$ cat src/rtl/game_pkg.sv
// Shared encodings for the game flow: external 2-bit game state seen by the VGA mux and actors,
// internal sequencer states, and the lives/time field widths.
package game_pkg;

    localparam int LIVES_W = 2;
    localparam int TIME_W  = 10;

    localparam logic [1:0] GAME_INITIAL = 2'b00;
    localparam logic [1:0] GAME_RUNNING = 2'b01;
    localparam logic [1:0] GAME_OVER    = 2'b10;
    localparam logic [1:0] GAME_SUCCESS = 2'b11;

    typedef enum logic [2:0] {
        S_INIT  = 3'd0,
        S_RUN   = 3'd1,
        S_DYING = 3'd2,
        S_OVER  = 3'd3,
        S_WIN   = 3'd4
    } seq_state_t;

    // The death freeze is still "running" from the display's point of view.
    function automatic logic [1:0] game_state_enc(input seq_state_t s);
        case (s)
            S_RUN, S_DYING: return GAME_RUNNING;
            S_OVER:         return GAME_OVER;
            S_WIN:          return GAME_SUCCESS;
            default:        return GAME_INITIAL;
        endcase
    endfunction

endpackage

$ cat src/rtl/game_sequencer_if.sv
// Game-flow bundle: player/world inputs into the sequencer and the flow state it publishes.
// master = sequencer side, slave = keyboard/collision logic and state consumers.
interface game_sequencer_if;
    import game_pkg::*;

    logic               tick;
    logic               key_start;
    logic               hit;
    logic               goal;
    logic [1:0]         state;
    logic               actor_rst;
    logic               freeze;
    logic [LIVES_W-1:0] lives;
    logic [TIME_W-1:0]  time_left;

    modport master (
        input  tick, key_start, hit, goal,
        output state, actor_rst, freeze, lives, time_left
    );

    modport slave (
        output tick, key_start, hit, goal,
        input  state, actor_rst, freeze, lives, time_left
    );
endinterface

$ cat src/rtl/game_sequencer_edge_pulse.sv
// Rising-edge detector: one-clk pulse in the same clk the input first reads high, no backpressure.
// RST_VAL=1 makes a level already high at reset release look old, so it never fires.
module edge_pulse #(
    parameter logic RST_VAL = 1'b0
) (
    input  logic clk,
    input  logic rst_n,
    input  logic d,
    output logic pulse
);
    logic d_q;

    always_ff @(posedge clk or negedge rst_n) begin
        if (!rst_n) d_q <= RST_VAL;
        else        d_q <= d;
    end

    assign pulse = d & ~d_q;
endmodule

$ cat src/rtl/game_sequencer.sv
// Game flow controller: INIT -> RUN -> (DYING) -> OVER/WIN, plus lives and countdown timer.
// All outputs registered, one clk after the deciding input; no backpressure, inputs sampled every clk.
module game_sequencer
    import game_pkg::*;
#(
    parameter int LIVES         = 3,
    parameter int TIME_LIMIT    = 300,
    parameter int TICKS_PER_SEC = 48,
    parameter int DEATH_TICKS   = 96
) (
    input  logic clk,
    input  logic rst,
    game_sequencer_if.master gs
);
    localparam int SUB_W = $clog2(TICKS_PER_SEC + 1);
    localparam int DTH_W = $clog2(DEATH_TICKS + 1);

    seq_state_t         st_q, st_d;
    logic [SUB_W-1:0]   sub_q;
    logic [DTH_W-1:0]   dth_q;
    logic [LIVES_W-1:0] lives_q;
    logic [TIME_W-1:0]  time_q;
    logic [1:0]         state_q;
    logic               actor_rst_q;
    logic               freeze_q;
    logic               start_pulse;
    logic               sec_wrap;
    logic               death_done;
    logic               respawn;

    edge_pulse #(.RST_VAL(1'b1)) u_start_edge (
        .clk   (clk),
        .rst_n (rst),
        .d     (gs.key_start),
        .pulse (start_pulse)
    );

    assign sec_wrap   = gs.tick && (sub_q == SUB_W'(TICKS_PER_SEC - 1));
    assign death_done = gs.tick && (dth_q == DTH_W'(DEATH_TICKS - 1));

    always_comb begin
        st_d    = st_q;
        respawn = 1'b0;
        case (st_q)
            S_INIT: if (start_pulse) st_d = S_RUN;
            S_RUN: begin
                // goal wins over a simultaneous hit; timeout is the weakest exit
                if (gs.goal)                          st_d = S_WIN;
                else if (gs.hit || time_q == '0)      st_d = S_DYING;
            end
            S_DYING: begin
                if (death_done) begin
                    if (lives_q <= LIVES_W'(1)) begin
                        st_d = S_OVER;
                    end else begin
                        st_d    = S_RUN;
                        respawn = 1'b1;
                    end
                end
            end
            S_OVER, S_WIN: if (start_pulse) st_d = S_INIT;
            default: st_d = S_INIT;
        endcase
    end

    // Outputs follow the next state so they line up with the state register.
    always_ff @(posedge clk or negedge rst) begin
        if (!rst) begin
            st_q        <= S_INIT;
            state_q     <= GAME_INITIAL;
            actor_rst_q <= 1'b1;
            freeze_q    <= 1'b0;
        end else begin
            st_q        <= st_d;
            state_q     <= game_state_enc(st_d);
            actor_rst_q <= (st_d == S_INIT) || respawn;
            freeze_q    <= (st_d == S_DYING);
        end
    end

    always_ff @(posedge clk or negedge rst) begin
        if (!rst) begin
            lives_q <= LIVES_W'(LIVES);
            time_q  <= TIME_W'(TIME_LIMIT);
            sub_q   <= '0;
            dth_q   <= '0;
        end else begin
            case (st_q)
                S_INIT: begin
                    if (start_pulse) begin
                        lives_q <= LIVES_W'(LIVES);
                        time_q  <= TIME_W'(TIME_LIMIT);
                        sub_q   <= '0;
                    end
                end
                S_RUN: begin
                    if (st_d == S_DYING) begin
                        dth_q <= '0;
                    end else if (st_d == S_RUN && gs.tick) begin
                        if (sec_wrap) begin
                            sub_q <= '0;
                            if (time_q != '0) time_q <= time_q - 1'b1;
                        end else begin
                            sub_q <= sub_q + 1'b1;
                        end
                    end
                end
                S_DYING: begin
                    if (death_done) begin
                        lives_q <= lives_q - 1'b1;
                        if (respawn) begin
                            time_q <= TIME_W'(TIME_LIMIT);
                            sub_q  <= '0;
                        end
                    end else if (gs.tick) begin
                        dth_q <= dth_q + 1'b1;
                    end
                end
                default: ;
            endcase
        end
    end

    assign gs.state     = state_q;
    assign gs.actor_rst = actor_rst_q;
    assign gs.freeze    = freeze_q;
    assign gs.lives     = lives_q;
    assign gs.time_left = time_q;
endmodule

$ cat src/flat_wrapper.sv
// flat-port wrapper written by rule: the top's interface ports become plain ports
module game_sequencer_flat import game_pkg::*;
#(
    parameter int LIVES         = 3,
    parameter int TIME_LIMIT    = 300,
    parameter int TICKS_PER_SEC = 48,
    parameter int DEATH_TICKS   = 96
)
  (clk, rst, gs_tick, gs_key_start, gs_hit, gs_goal, gs_state, gs_actor_rst, gs_freeze, gs_lives, gs_time_left);
  game_sequencer_if gs_i ();
  input  logic clk;
  input  logic rst;
  input wire logic [$bits(gs_i.tick)-1:0] gs_tick;
  input wire logic [$bits(gs_i.key_start)-1:0] gs_key_start;
  input wire logic [$bits(gs_i.hit)-1:0] gs_hit;
  input wire logic [$bits(gs_i.goal)-1:0] gs_goal;
  output wire logic [$bits(gs_i.state)-1:0] gs_state;
  output wire logic [$bits(gs_i.actor_rst)-1:0] gs_actor_rst;
  output wire logic [$bits(gs_i.freeze)-1:0] gs_freeze;
  output wire logic [$bits(gs_i.lives)-1:0] gs_lives;
  output wire logic [$bits(gs_i.time_left)-1:0] gs_time_left;
  assign gs_i.tick = gs_tick;
  assign gs_i.key_start = gs_key_start;
  assign gs_i.hit = gs_hit;
  assign gs_i.goal = gs_goal;
  assign gs_state = gs_i.state;
  assign gs_actor_rst = gs_i.actor_rst;
  assign gs_freeze = gs_i.freeze;
  assign gs_lives = gs_i.lives;
  assign gs_time_left = gs_i.time_left;
  game_sequencer #(.LIVES(LIVES), .TIME_LIMIT(TIME_LIMIT), .TICKS_PER_SEC(TICKS_PER_SEC), .DEATH_TICKS(DEATH_TICKS)) u_core (.clk(clk), .rst(rst), .gs(gs_i));
endmodule
$ cat config.mk
export PLATFORM = sky130hd
export DESIGN_NAME = game_sequencer_flat
export DESIGN_NICKNAME = d
export VERILOG_FILES = /design/src/rtl/game_pkg.sv /design/src/rtl/game_sequencer_if.sv /design/src/rtl/game_sequencer_edge_pulse.sv /design/src/rtl/game_sequencer.sv /design/src/flat_wrapper.sv
export SDC_FILE = /design/constraint.sdc
export NUM_CORES = 1
export LEC_CHECK = 0
export CORE_MARGIN = 2
export CORE_UTILIZATION = 55
export DETAILED_ROUTE_END_ITERATION = 8
export PLACE_DENSITY = 0.79
export SYNTH_ARGS = -nofsm -noshare
export SYNTH_HDL_FRONTEND = slang
export SYNTH_SLANG_ARGS = --single-unit
$ cat constraint.sdc
create_clock -name clk -period 2.7 [get_ports clk]
set_clock_uncertainty 0.1 [all_clocks]
set_input_delay 0.54 -clock clk [delete_from_list [all_inputs] [get_ports clk]]
set_output_delay 0.54 -clock clk [all_outputs]
set_load 0.02 [all_outputs]
==> flow_metrics.env, run 1 <==
export IMPL_outcome="complete, no violations"
export IMPL_grt_pass1_wl_mm=6.58
export IMPL_die_x_um=60.9
export IMPL_cp_arrival_ns=2.62
export IMPL_rsz0062_at_grt="false"
export IMPL_layout_setup_ws_ns=0.211
export IMPL_grt_total_usage=0.237
export IMPL_place_ws_ns=-0.0451
export IMPL_io_pins=22
export IMPL_path_max_fanout=5
export IMPL_rows=20
export IMPL_numPortBuffers=21
export IMPL_via_per_inst=5.81
export IMPL_irDropWorstVdd_v=0.000464
export IMPL_start_util=0.579
export IMPL_fp_dieH_um=60.9
export IMPL_cts_resized=0
export IMPL_ys_flop_type="dfrtp_1"
export IMPL_yosysWarnings=0
export IMPL_crit_required_ns=2.83
export IMPL_fin_tns_setup_ns=0
export IMPL_r2r_cells=8
export IMPL_synth_common_cells="dfrtp_1 (25), nand2_1 (19), nor2_1 (16)"
export IMPL_netlist_instances=190
export IMPL_p_per_area_mw_per_mm2=778
export IMPL_start_kind="flop"
export IMPL_synth_top_cell_area_share=0.351
export IMPL_hold_buffers=0
export IMPL_fin_nets=239
export IMPL_slew_violations=0
export IMPL_cts_made_buffers=5
export IMPL_async_flop_share=1.00
export IMPL_path_clk_slew_ns=0.10
export IMPL_synth_area_leaders="dfrtp_1 (35%), dfstp_2 (12%), o21ai_0 (4.2%)"
export IMPL_root_buffer="clkbuf_4"
export IMPL_syn_area_mm2=0.00178
export IMPL_relSlewSlack=0.546
export IMPL_grt_overflow=0
export IMPL_hp_class="reg -> reg"
export IMPL_holdPathStages=1
export IMPL_synth_seq_cells=33
export IMPL_gp_congestion=0.855
export IMPL_worstMarginPinSlew_ns=0.675
export IMPL_grt_max_degree=34
export IMPL_worst_skew_pair_late_latency_ns=0.33
export IMPL_ys_seq_area_frac=0.469
export IMPL_period_needed_ns=2.49
export IMPL_clk_path_buf_depth=2
export IMPL_fin_crit_sh=0.922
export IMPL_cts_setup_buffers=0
export IMPL_synth_cell_types=44
export IMPL_critPathKind="reg -> reg"
export IMPL_clock_sinks=33
export IMPL_hpwl_mm=2.93
export IMPL_wl_per_cell_um=14.3
export IMPL_max_freq_ghz=0.402
export IMPL_min_to="u_core.sub_q[5]"
export IMPL_yosysMostFrequentCell="dfrtp_1"
export IMPL_die_area_mm2=0.00371
export IMPL_hold_start="u_core.sub_q[5]"
export IMPL_ant_nets=0
export IMPL_p_leak_nw=0.965
export IMPL_reg2reg_from="u_core.gs.lives[1]"
export IMPL_firstDrtPassIters=4
export IMPL_wirelength_mm=3.92
export IMPL_finalHoldViolCount=0
export IMPL_worstReg2RegEnd="u_core.sub_q[3]"
export IMPL_dr_first_iter_drc_count=77
export IMPL_drive_above_1_share=0.161
export IMPL_synth_top_cell_by_area="dfrtp_1"
export IMPL_setup_viol=0
export IMPL_core_area_mm2=0.00308
export IMPL_cap_violations=0
export IMPL_synth_edf_count=0
export IMPL_drc=0
export IMPL_grt_pass1_vias=1512
export IMPL_r2r_slack_ns=0.21
export IMPL_htreeDepth=2
export IMPL_syn_to_final_growth_pct=22.9
export IMPL_num_antenna_cells=0
export IMPL_cts_tree="done"
export IMPL_antenna_found_initial=0
export IMPL_cp_end_kind="flop"
export IMPL_vias=1593
export IMPL_syn_num_nets=200
export IMPL_avgSynthCellArea_um2=9.38
-- cells by family after synthesis --
group / share of synthesized area
muxes: 0.0112
and+or+nand+nor: 0.265
adders and majority gates: 0.0281
AOI/OAI and AO/OA: 0.175
buffers and inverters: 0.0323
xor gates and xnor gates: 0.0196
DFF: 0.469
-- metrics by stage --
stage                     cell area, um^2  hold WS [ns]  cells  total power, mW   util
after floorplan                      1780         0.144    190             1.19      -
after detailed placement             2130         0.383    266             1.44  0.693
after global routing                 2190         0.420    274             1.83  0.712
after CTS                            2180         0.397    274             1.71  0.710
final                                2190         0.390    274             1.70  0.712
after global placement               2130         0.373    266             1.42  0.693
-- final cells by class --
| type | count | area [um^2] |
|---|---|---|
| clock buffer | 6 | 41.3 |
| clock inverter | 2 | 10.0 |
| fill | 254 | 887 |
| inverter | 6 | 22.5 |
| multi-input combinational | 146 | 896 |
| sequential | 33 | 836 |
| tap | 44 | 55.1 |
| timing repair buffer | 37 | 330 |
-- worst max-delay path by stage --
stage                                       from         endpoint  slack, ns  cells after the start
after CTS                 u_core.gs.time_left[0]  u_core.sub_q[3]       0.13                      8
after detailed placement            gs_key_start  u_core.sub_q[3]      -0.05                      7
final                         u_core.gs.lives[1]  u_core.sub_q[3]       0.21                      8
after global placement              gs_key_start  u_core.sub_q[5]       0.12                      7
after floorplan           u_core.gs.time_left[0]  u_core.sub_q[5]       0.21                      8
after global routing      u_core.gs.time_left[0]  u_core.sub_q[3]       0.10                      8
-- metal layers --
metal / wire length (um) / global-route usage / share of wire / vias up
met5: 0 / 0 / 0 / -
met3: 185 / 0.0512 / 0.047 / 6
met1: 1730 / 0.307 / 0.44 / 773
met2: 1960 / 0.393 / 0.50 / 41
met4: 46 / 0.0870 / 0.012 / 0
li1: - / - / - / 773
-- state kept, by name (all words and copies together) (netlist names) --
name                     flops
u_core.gs.state              2
u_core.gs.actor_rst          1
u_core.st_q                  3
u_core.gs.time_left         10
u_core.gs.lives              2
u_core.u_start_edge.d_q      1
u_core.sub_q                 6
u_core.dth_q                 7
u_core.gs.freeze             1
-- power by group --
| group | leakage, nW | switching [mW] | internal (mW) | total (mW) |
|---|---|---|---|---|
| registers | 0.426 | 0.103 | 0.594 | 0.697 |
| logic | 0.506 | 0.408 | 0.337 | 0.745 |
| clock network | 0.0320 | 0.162 | 0.0991 | 0.262 |
| total | 0.965 | 0.673 | 1.03 | 1.70 |
-- layout by cell type (no fill, tap or decap), types with 5 or more instances in the layout --
| cell | n |
|---|---|
| a21oi_1 | 11 |
| dfrtp_1 | 25 |
| nand2_1 | 19 |
| nor3_1 | 8 |
| clkdlybuf4s50_1 | 21 |
| nand4_1 | 5 |
| clkbuf_4 | 5 |
| o21ai_0 | 15 |
| buf_4 | 16 |
| nand3_1 | 8 |
| nor2_1 | 16 |
| o31ai_1 | 6 |
| nand2b_1 | 7 |
| dfstp_2 | 8 |
| inv_1 | 6 |
-- critical path, cell delays in order (launching register included) --
cell and delay [ns]:
dfstp_2 0.56, inv_1 0.04, ha_1 0.16, nand2b_1 0.18
o31ai_1 0.33, o211ai_1 0.16, a211o_1 0.29, or2_4 0.29
o31ai_1 0.28
Power figures use the tool's default switching activity.
==> run 2, diff against run 1 <==
--- a/config.mk
+++ b/config.mk
@@ -5,10 +5,11 @@
 export SDC_FILE = /design/constraint.sdc
 export NUM_CORES = 1
 export LEC_CHECK = 0
+export CAP_MARGIN = 5
 export CORE_MARGIN = 2
-export CORE_UTILIZATION = 55
+export CORE_UTILIZATION = 45
 export DETAILED_ROUTE_END_ITERATION = 8
-export PLACE_DENSITY = 0.79
+export PLACE_DENSITY = 0.67
 export SYNTH_ARGS = -nofsm -noshare
 export SYNTH_HDL_FRONTEND = slang
 export SYNTH_SLANG_ARGS = --single-unit
==> flow_metrics.env, run 2 (synthesized netlist as in run 1, its figures left out) <==
export IMPL_outcome="complete, no violations"
export IMPL_clockPowerShare=0.197
export IMPL_hold_start="u_core.sub_q[5]"
export IMPL_layout_setup_ws_ns=0.196
export IMPL_internal_power_mw=1.12
export IMPL_finalHoldViolCount=0
export IMPL_syn_to_final_growth_pct=24.8
export IMPL_worstMarginPinSlew_ns=0.665
export IMPL_critPathKind="reg -> reg"
export IMPL_drive_above_1_share=0.152
export IMPL_root_buffer="clkbuf_8"
export IMPL_hold_buffers=0
export IMPL_numPortBuffers=21
export IMPL_wirelength_mm=4.00
export IMPL_cap_violations=0
export IMPL_grt_pass1_wl_mm=7.09
export IMPL_wl_per_cell_um=14.3
export IMPL_reg2reg_from="u_core.gs.time_left[0]"
export IMPL_die_area_mm2=0.00448
export IMPL_power_mw=1.80
export IMPL_p_seq_frac=0.389
export IMPL_r2r_slack_ns=0.20
export IMPL_vias=1598
export IMPL_crit_required_ns=2.78
export IMPL_cts_setup_buffers=0
export IMPL_relSlewSlack=0.552
export IMPL_grt_total_usage=0.213
export IMPL_clk_path_buf_depth=2
export IMPL_fin_crit_sh=0.927
export IMPL_rsz0062_at_grt="false"
export IMPL_layout_common_cells="dfrtp_1 (25), clkdlybuf4s50_1 (21), nand2_1 (19), buf_4 (17), nor2_1 (16)"
export IMPL_clock_sinks=33
export IMPL_start_kind="flop"
export IMPL_die_x_um=66.9
export IMPL_fin_nets=240
export IMPL_post_route_util=0.595
export IMPL_core_area_mm2=0.00374
export IMPL_hpwl_mm=2.99
export IMPL_r2r_cells=8
export IMPL_seq_area_um2=836
export IMPL_finish_instance_area_mm2=0.00223
export IMPL_slew_violations=0
export IMPL_cp_end_kind="flop"
export IMPL_p_leak_nw=0.976
export IMPL_cts_resized=0
export IMPL_drc=0
export IMPL_htreeDepth=2
export IMPL_path_clk_slew_ns=0.06
export IMPL_irDropWorstVdd_v=0.000329
export IMPL_gp_congestion=0.881
export IMPL_grt_pass1_vias=1628
export IMPL_min_to="u_core.sub_q[5]"
export IMPL_setup_viol=0
export IMPL_hp_class="reg -> reg"
export IMPL_io_pins=22
export IMPL_grt_max_degree=34
export IMPL_path_max_fanout=5
export IMPL_period_needed_ns=2.50
export IMPL_fp_dieH_um=66.9
export IMPL_worstReg2RegEnd="u_core.sub_q[2]"
export IMPL_multi_input_area_um2=890
export IMPL_cp_arrival_ns=2.59
export IMPL_cts_tree="done"
export IMPL_firstDrtPassIters=4
export IMPL_worst_skew_pair_late_latency_ns=0.29
export IMPL_antenna_found_initial=0
export IMPL_place_ws_ns=-0.00225
export IMPL_p_sw_mw=0.684
export IMPL_cts_made_buffers=5
export IMPL_grt_overflow=0
export IMPL_holdPathStages=1
export IMPL_fillers=342
export IMPL_num_antenna_cells=0
export IMPL_max_freq_ghz=0.399
export IMPL_final_common_cell="dfrtp_1"
export IMPL_start_util=0.476
export IMPL_ant_nets=0
export IMPL_placed_cell_area_mm2=0.00215
export IMPL_switching_share=0.380
export IMPL_rows=22
export IMPL_dr_first_iter_drc_count=138
export IMPL_p_comb_frac=0.415
export IMPL_largest_reg_flops=10
export IMPL_via_per_inst=5.73
export IMPL_crit_start="u_core.gs.time_left[0]"
export IMPL_p_per_area_mw_per_mm2=809
[run 2: changes by cell type in the layout (fill, tap and decap cells not counted)]
cell,change
a31oi_2,-1
clkbuf_1,+2
buf_4,+1
clkinv_2,-2
clkbuf_4,-5
a31oi_1,+1
clkbuf_8,+5
[run 2: layout make-up]
cell class,instances,area share
multi-input cells,146,0.400
flip-flops and latches,33,0.375
repair buffers,38,0.152
clock buffers,8,0.0360
well taps,48,0.0270
inverters,6,0.0101
[run 2: worst max-delay path by stage]
stage                            to  slack, ns  cells after the start
floorplan           u_core.sub_q[5]       0.21                      8
global placement    u_core.sub_q[3]       0.07                      7
detailed placement  u_core.sub_q[2]     -0.002                      6
CTS                 u_core.sub_q[2]       0.19                      8
global route        u_core.sub_q[3]       0.04                      8
finish              u_core.sub_q[2]       0.20                      8
[run 2: power by group through the flow]
| stage | sequential, mW | clock [mW] | combinational [mW] |
|---|---|---|---|
| floorplan | 0.712 | 0 | 0.475 |
| global placement | 0.699 | 0 | 0.722 |
| detailed placement | 0.707 | 0 | 0.748 |
| CTS | 0.698 | 0.365 | 0.751 |
| global route | 0.712 | 0.389 | 0.846 |
| finish | 0.700 | 0.354 | 0.747 |
[run 2: routing by layer]
| layer | wire length (um) | track usage | vias up | part of all wire |
|---|---|---|---|---|
| li1 | - | - | 773 | - |
| met1 | 1820 | 0.248 | 778 | 0.45 |
| met2 | 1920 | 0.361 | 38 | 0.48 |
| met3 | 181 | 0.0574 | 9 | 0.045 |
| met4 | 81 | 0.102 | 0 | 0.020 |
| met5 | 0 | 0 | - | 0 |
[run 2: per-stage QoR]
| stage | cells | TNS, ns | hold WS [ns] |
|---|---|---|---|
| floorplan | 190 | 0 | 0.144 |
| global placement | 271 | 0 | 0.375 |
| detailed placement | 271 | -0.00225 | 0.386 |
| CTS | 279 | 0 | 0.394 |
| global route | 279 | 0 | 0.409 |
| finish | 279 | 0 | 0.392 |
[run 2: worst max-delay path, cell delays in order, from the launching register on]
cell     delay [ns]
dfrtp_1        0.39
inv_1          0.09
ha_1           0.24
nor3b_1        0.17
a31oi_1        0.36
a21oi_1        0.16
a211o_1        0.36
or2_4          0.29
o31ai_1        0.23
==> RTL change 1, RTL diff (config.mk and constraints of run 2) <==
Re-encode `seq_state_t` (5 states) as one-hot, 5 bits wide.
--- a/src/rtl/game_pkg.sv
+++ b/src/rtl/game_pkg.sv
@@ -12,8 +12,8 @@
 
-    typedef enum logic [2:0] {
-        S_INIT  = 3'd0,
-        S_RUN   = 3'd1,
-        S_DYING = 3'd2,
-        S_OVER  = 3'd3,
-        S_WIN   = 3'd4
+    typedef enum logic [4:0] {
+        S_INIT  = 5'b00001,
+        S_RUN   = 5'b00010,
+        S_DYING = 5'b00100,
+        S_OVER  = 5'b01000,
+        S_WIN   = 5'b10000
     } seq_state_t;
Formal check against the unedited RTL: same outputs for any inputs over 10 cycles, from zero or initial values and one cycle with rst low; not proved beyond that.
==> RTL change 1 against run 2 <==
Worst setup slack got worse by 67 ps. Sequential cell count is 2 higher. Worst hold slack better by 3.2 ps. Core utilization down 1.0 points. Total power decreased by 30%. Design area increased by 25%. Wire length is 32% higher. Cell count increased by 27%. Area after synthesis is 26% higher. Sequential share of layout area down 5.6 points. Fmax decreased by 2.6%. Highest routed layer unchanged.
==> RTL change 1: results (changes against run 2) <==
met2_wirelength_mm: 2.51  # +31%
place_ws_ps: -156  # -154 ps
p_leak_nw: 1.18  # +21%
grtUsageTotal_pct: 21.0  # -0.27 points
synth_cell_types: 63  # +43%
critical_path.slowest_cell: "or4_4"
grt_max_degree: 36  # +5.9%
holdPathStages: 2  # +1
wl_met1_mm: 2.48  # +36%
avgViaCountPerCell: 5.69  # -0.67%
met3_length_um: 254  # +40%
dr.first_iter.drc_count: 119  # -14%
cp-endpoint: "u_core.gs.time_left[9]$_DFFE_PN0P_"
startpoint: "u_core.gs.time_left[1]$_DFFE_PN0P_"
layout.nets: 296  # +23%
p_sw_w: 0.000352  # -49%
synth.area.top_cells: "dfrtp_1, dfstp_2, a211o_1"
post_dp_cell_area_um2: 2670  # +25%
wirelength_mm: 5.28  # +32%
status: "complete, no violations"
top_layer: "met4"
peakVddDrop_mv: 0.299  # -9.2%
min-delay-start: "u_core.gs.lives[0]$_DFFE_PN1P_"
grt_pass1_wl_mm: 9.15  # +29%
crit_arrival_ps: 2640  # +50 ps
drive_gt1_share_pct: 21.3  # +6.1 points
synth_warnings: 0  # unchanged
crit_path_max_fanout: 10  # +5
htreeDepth: 2  # unchanged
max_slew_margin_pct: 70.3  # +15 points
globalplace.congestion: 0.887  # +0.75%
post-dp-hpwl_mm: 3.89  # +30%
synth_commonest_cells: "dfrtp_1, inv_1, nand2_1"
first_global_vias: 1928  # +18%
seq_area_frac_synth_pct: 39.6  # -7.3 points
syn_nets: 250  # +25%
cp_slowest_stage_delay_ps: 580  # +190 ps
r2r_slack_ps: 130  # -70 ps
-- RTL change 1: cell types whose count changed in the layout (fill, tap and decap cells not counted), sizes merged, moves of 4 or more --
cell    before  now
inv          6   15
a211o        1    7
or3          4    8
o22ai        0    6
or4          1    5
nor3         9    5
nand2       19   15
a211oi       1    8
buf         17   32
nor2        16   12
-- RTL change 1: power by group through the flow --
| stage | clock network, W | logic, W | registers, W |
|---|---|---|---|
| floorplan | 0 | 0.000128 | 0.000620 |
| global placement | 0 | 0.000235 | 0.000618 |
| detailed placement | 0 | 0.000237 | 0.000618 |
| CTS | 0.000432 | 0.000239 | 0.000608 |
| global route | 0.000455 | 0.000268 | 0.000617 |
| finish | 0.000420 | 0.000237 | 0.000609 |
-- RTL change 1: area by class of cell --
type	instances	area (um^2)
Fill cell	434	1980
Multi-Input combinational cell	176	1200
Inverter	15	56.3
Clock buffer	8	100
Tap cell	67	83.8
Sequential cell	35	887
Timing Repair Buffer	53	450
-- RTL change 1: cell families after synthesis --
group / count (synthesis) / share of synthesized area [%]
and+or+nand+nor: 98 / 26.6
AOI/OAI and AO/OA: 70 / 22.7
DFF: 35 / 39.6
buffers and inverters: 29 / 7.03
adders and majority gates: 4 / 2.23
muxes: 3 / 1.40
xor gates and xnor gates: 1 / 0.391
-- RTL change 1: worst min-delay path by stage --
stage / endpoint / slack, ps
floorplan: u_core.dth_q[0]$_DFFE_PN0P_ / 140
global placement: u_core.gs.lives[0]$_DFFE_PN1P_ / 390
detailed placement: u_core.gs.lives[0]$_DFFE_PN1P_ / 390
CTS: u_core.gs.lives[0]$_DFFE_PN1P_ / 400
global route: u_core.gs.lives[1]$_DFFE_PN1P_ / 420
finish: u_core.gs.lives[0]$_DFFE_PN1P_ / 400
-- RTL change 1: routing by layer --
layer / GRT usage [%] / vias up
met5: 0 / -
met4: 4.37 / 0
met3: 4.34 / 6
met2: 33.9 / 51
met1: 29.4 / 964
li1: - / 993
-- RTL change 1: through the flow --
stage / util (%) / setup TNS (ps) / power [W] / std cells / hold WS [ps]
2_1_floorplan: - / 0 / 0.000748 / 240 / 144
3_3_place_gp: 56.2 / -753 / 0.000853 / 346 / 388
3_5_place_dp: 56.2 / -1480 / 0.000855 / 346 / 387
4_1_cts: 58.3 / 0 / 0.00128 / 354 / 398
5_1_grt: 58.4 / 0 / 0.00134 / 354 / 421
6_report: 58.4 / 0 / 0.00127 / 354 / 396
-- RTL change 1: worst max-delay path: cells and delay by family (launching register included) --
family	cells	cell delay, ps
AO/OA/AOI/OAI	2	370
buffers and inverters	2	250
AND/OR/NAND/NOR	3	1170
adder cells (fa/ha/maj)	1	160
flip-flops	1	400
==> RTL change 2, RTL diff (settings of run 2) <==
Made on the original files. `DEATH_TICKS` is set to 96 in 2 places; all go to 192.
--- a/src/rtl/game_sequencer.sv
+++ b/src/rtl/game_sequencer.sv
@@ -8,3 +8,3 @@
     parameter int TICKS_PER_SEC = 48,
-    parameter int DEATH_TICKS   = 96
+    parameter int DEATH_TICKS   = 192
 ) (
--- a/src/flat_wrapper.sv
+++ b/src/flat_wrapper.sv
@@ -6,3 +6,3 @@
     parameter int TICKS_PER_SEC = 48,
-    parameter int DEATH_TICKS   = 96
+    parameter int DEATH_TICKS   = 192
 )
Formal check against the unedited RTL: same outputs for any inputs over 10 cycles, from zero or initial values and one cycle with rst low; that may be too few to reach the edited logic, so the function may still have changed.
==> RTL change 2 against run 2 <==
Worst setup slack worse by 48 ps. Sequential cell count up 1. Combinational power up 12%. Total power up 7.2%. Sequential share of layout area down 2.9 points. Area after synthesis up 7.2%. Wire length up 9.5%. Design area up 11%.
==> RTL change 2: results (changes against run 2) <==
avgViaCountPerCell: 5.53  # -3.5%
reg2reg_depth: 9  # +1
cts.reportedPaths.clkPinSlew_ps: 70
post-dp-hpwl_mm: 3.22  # +7.5%
r2r_slack_ps: 200
period_minus_slack_ps: 2550  # +47.7 ps
routedWlPerCell_um: 14.5  # +1.2%
globalplace.congestion: 0.870  # -1.3%
whs_ps: 430  # +37.4 ps
synth_cell_types: 53  # +20%
synth_warnings: 0  # unchanged
r2r-start: "u_core.gs.time_left[0]$_DFFE_PN0P_"
seq_area_frac_synth_pct: 45.0  # -1.9 points
drtPass1Iterations: 4  # unchanged
hold_end: "u_core.dth_q[1]$_DFFE_PN0P_"
p_leak_nw: 1.10  # +13%
grt_antenna_before_repair: 0  # unchanged
clock_path_buffers: 2  # unchanged
grt_pass1_wl_mm: 7.65  # +8.0%
layout.nets: 261  # +8.8%
min-delay-start: "u_core.dth_q[1]$_DFFE_PN0P_"
status: "complete, no violations"
peakVddDrop_mv: 0.328  # -0.35%
port_buffers: 21  # unchanged
first_global_vias: 1631  # +0.18%
dr.first_iter.drc_count: 110  # -20%
clkLatencyLatePin_ps: 280
place_ws_ps: -172  # -169 ps
crit_path_max_fanout: 7  # +2
max_slew_margin_pct: 71.1  # +16 points
antenna_cells: 0  # unchanged
largest_register_ffs: 10  # unchanged
grt_max_degree: 35  # +2.9%
drive_gt1_share_pct: 19.8  # +4.7 points
synth_commonest_cells: "dfrtp_1, nor2_1, nand2_1"
syn_nets: 213  # +6.5%
synth_ff_type: "dfrtp_1"
htreeDepth: 2  # unchanged
holdPathStages: 2  # +1
post_dp_cell_area_um2: 2350  # +9.4%
postCtsSetupRepairBufs: 0  # unchanged
grtUsageTotal_pct: 19.4  # -1.9 points
r2r_end: "u_core.gs.time_left[7]$_DFFE_PN0P_"
crit_arrival_ps: 2630  # +40 ps
async_flop_share_pct: 100  # unchanged
hp-class: "flop to flop"
numCtsBuffers: 5  # unchanged
cts-root-buf: "clkbuf_8"
synth.area.top_cells: "dfrtp_1, dfstp_2, nor2_1"
RTL change 2: logic make-up after synthesis:
kind of cell / share of synthesized area, %
AND/OR/NAND/NOR: 26.4
AO/OA/AOI/OAI: 17.7
flip-flops: 45.0
buffers and inverters: 4.45
XOR/XNOR: 3.21
adder cells (fa/ha/maj): 2.62
multiplexers: 0.524
RTL change 2: power by group:
| group | switching, W | leakage [nW] | internal (W) |
|---|---|---|---|
| sequential | 0.0000442 | 0.440 | 0.000595 |
| combinational | 0.000467 | 0.606 | 0.000367 |
| clock | 0.000180 | 0.0524 | 0.000276 |
RTL change 2: stage by stage:
stage,power [W],utilization [%],cells
2_1_floorplan,0.00110,-,203
3_3_place_gp,0.00144,57.8,294
3_5_place_dp,0.00146,57.8,294
4_1_cts,0.00192,60.5,302
5_1_grt,0.00206,61.1,302
6_report,0.00193,61.1,302
RTL change 2: layer usage:
metal | GRT usage [%] | wire length, um
met5 | 0 | 0
met4 | 5.23 | 29
met3 | 3.05 | 88
met2 | 30.1 | 2000
met1 | 28.1 | 2270
RTL change 2: final cells by class:
class,instances,area (um^2)
clock buffer,7,76.3
clock inverter,1,30.0
fill,364,1580
inverter,14,52.6
multi-input combinational,149,993
sequential,34,861
tap,50,62.6
timing repair buffer,47,405
RTL change 2: how the worst max path moves through the flow:
| stage | startpoint | end | cells after the start |
|---|---|---|---|
| detailed placement | gs_tick | u_core.gs.time_left[6]$_DFFE_PN0P_ | 8 |
| finish | gs_tick | u_core.gs.time_left[7]$_DFFE_PN0P_ | 8 |
| global route | gs_tick | u_core.gs.time_left[7]$_DFFE_PN0P_ | 8 |
| floorplan | u_core.st_q[1]$_DFF_PN0_ | u_core.gs.time_left[6]$_DFFE_PN0P_ | 8 |
| CTS | u_core.gs.time_left[0]$_DFFE_PN0P_ | u_core.gs.time_left[0]$_DFFE_PN0P_ | 9 |
| global placement | gs_tick | u_core.gs.time_left[2]$_DFFE_PN1P_ | 8 |
RTL change 2: critical path, stage by stage:
cell and delay (ps):
clkdlybuf4s50_1 480, nand4b_1 120, or2_1 240, o311ai_1 260, buf_4 180, nand2_1 110
or3_4 430, o31ai_1 260
RTL change 2: repair_timing:
item	4_1_cts	5_1_grt
setup endpoints to repair	0	10
hold buffers	0	0
gates resized for setup	0	7
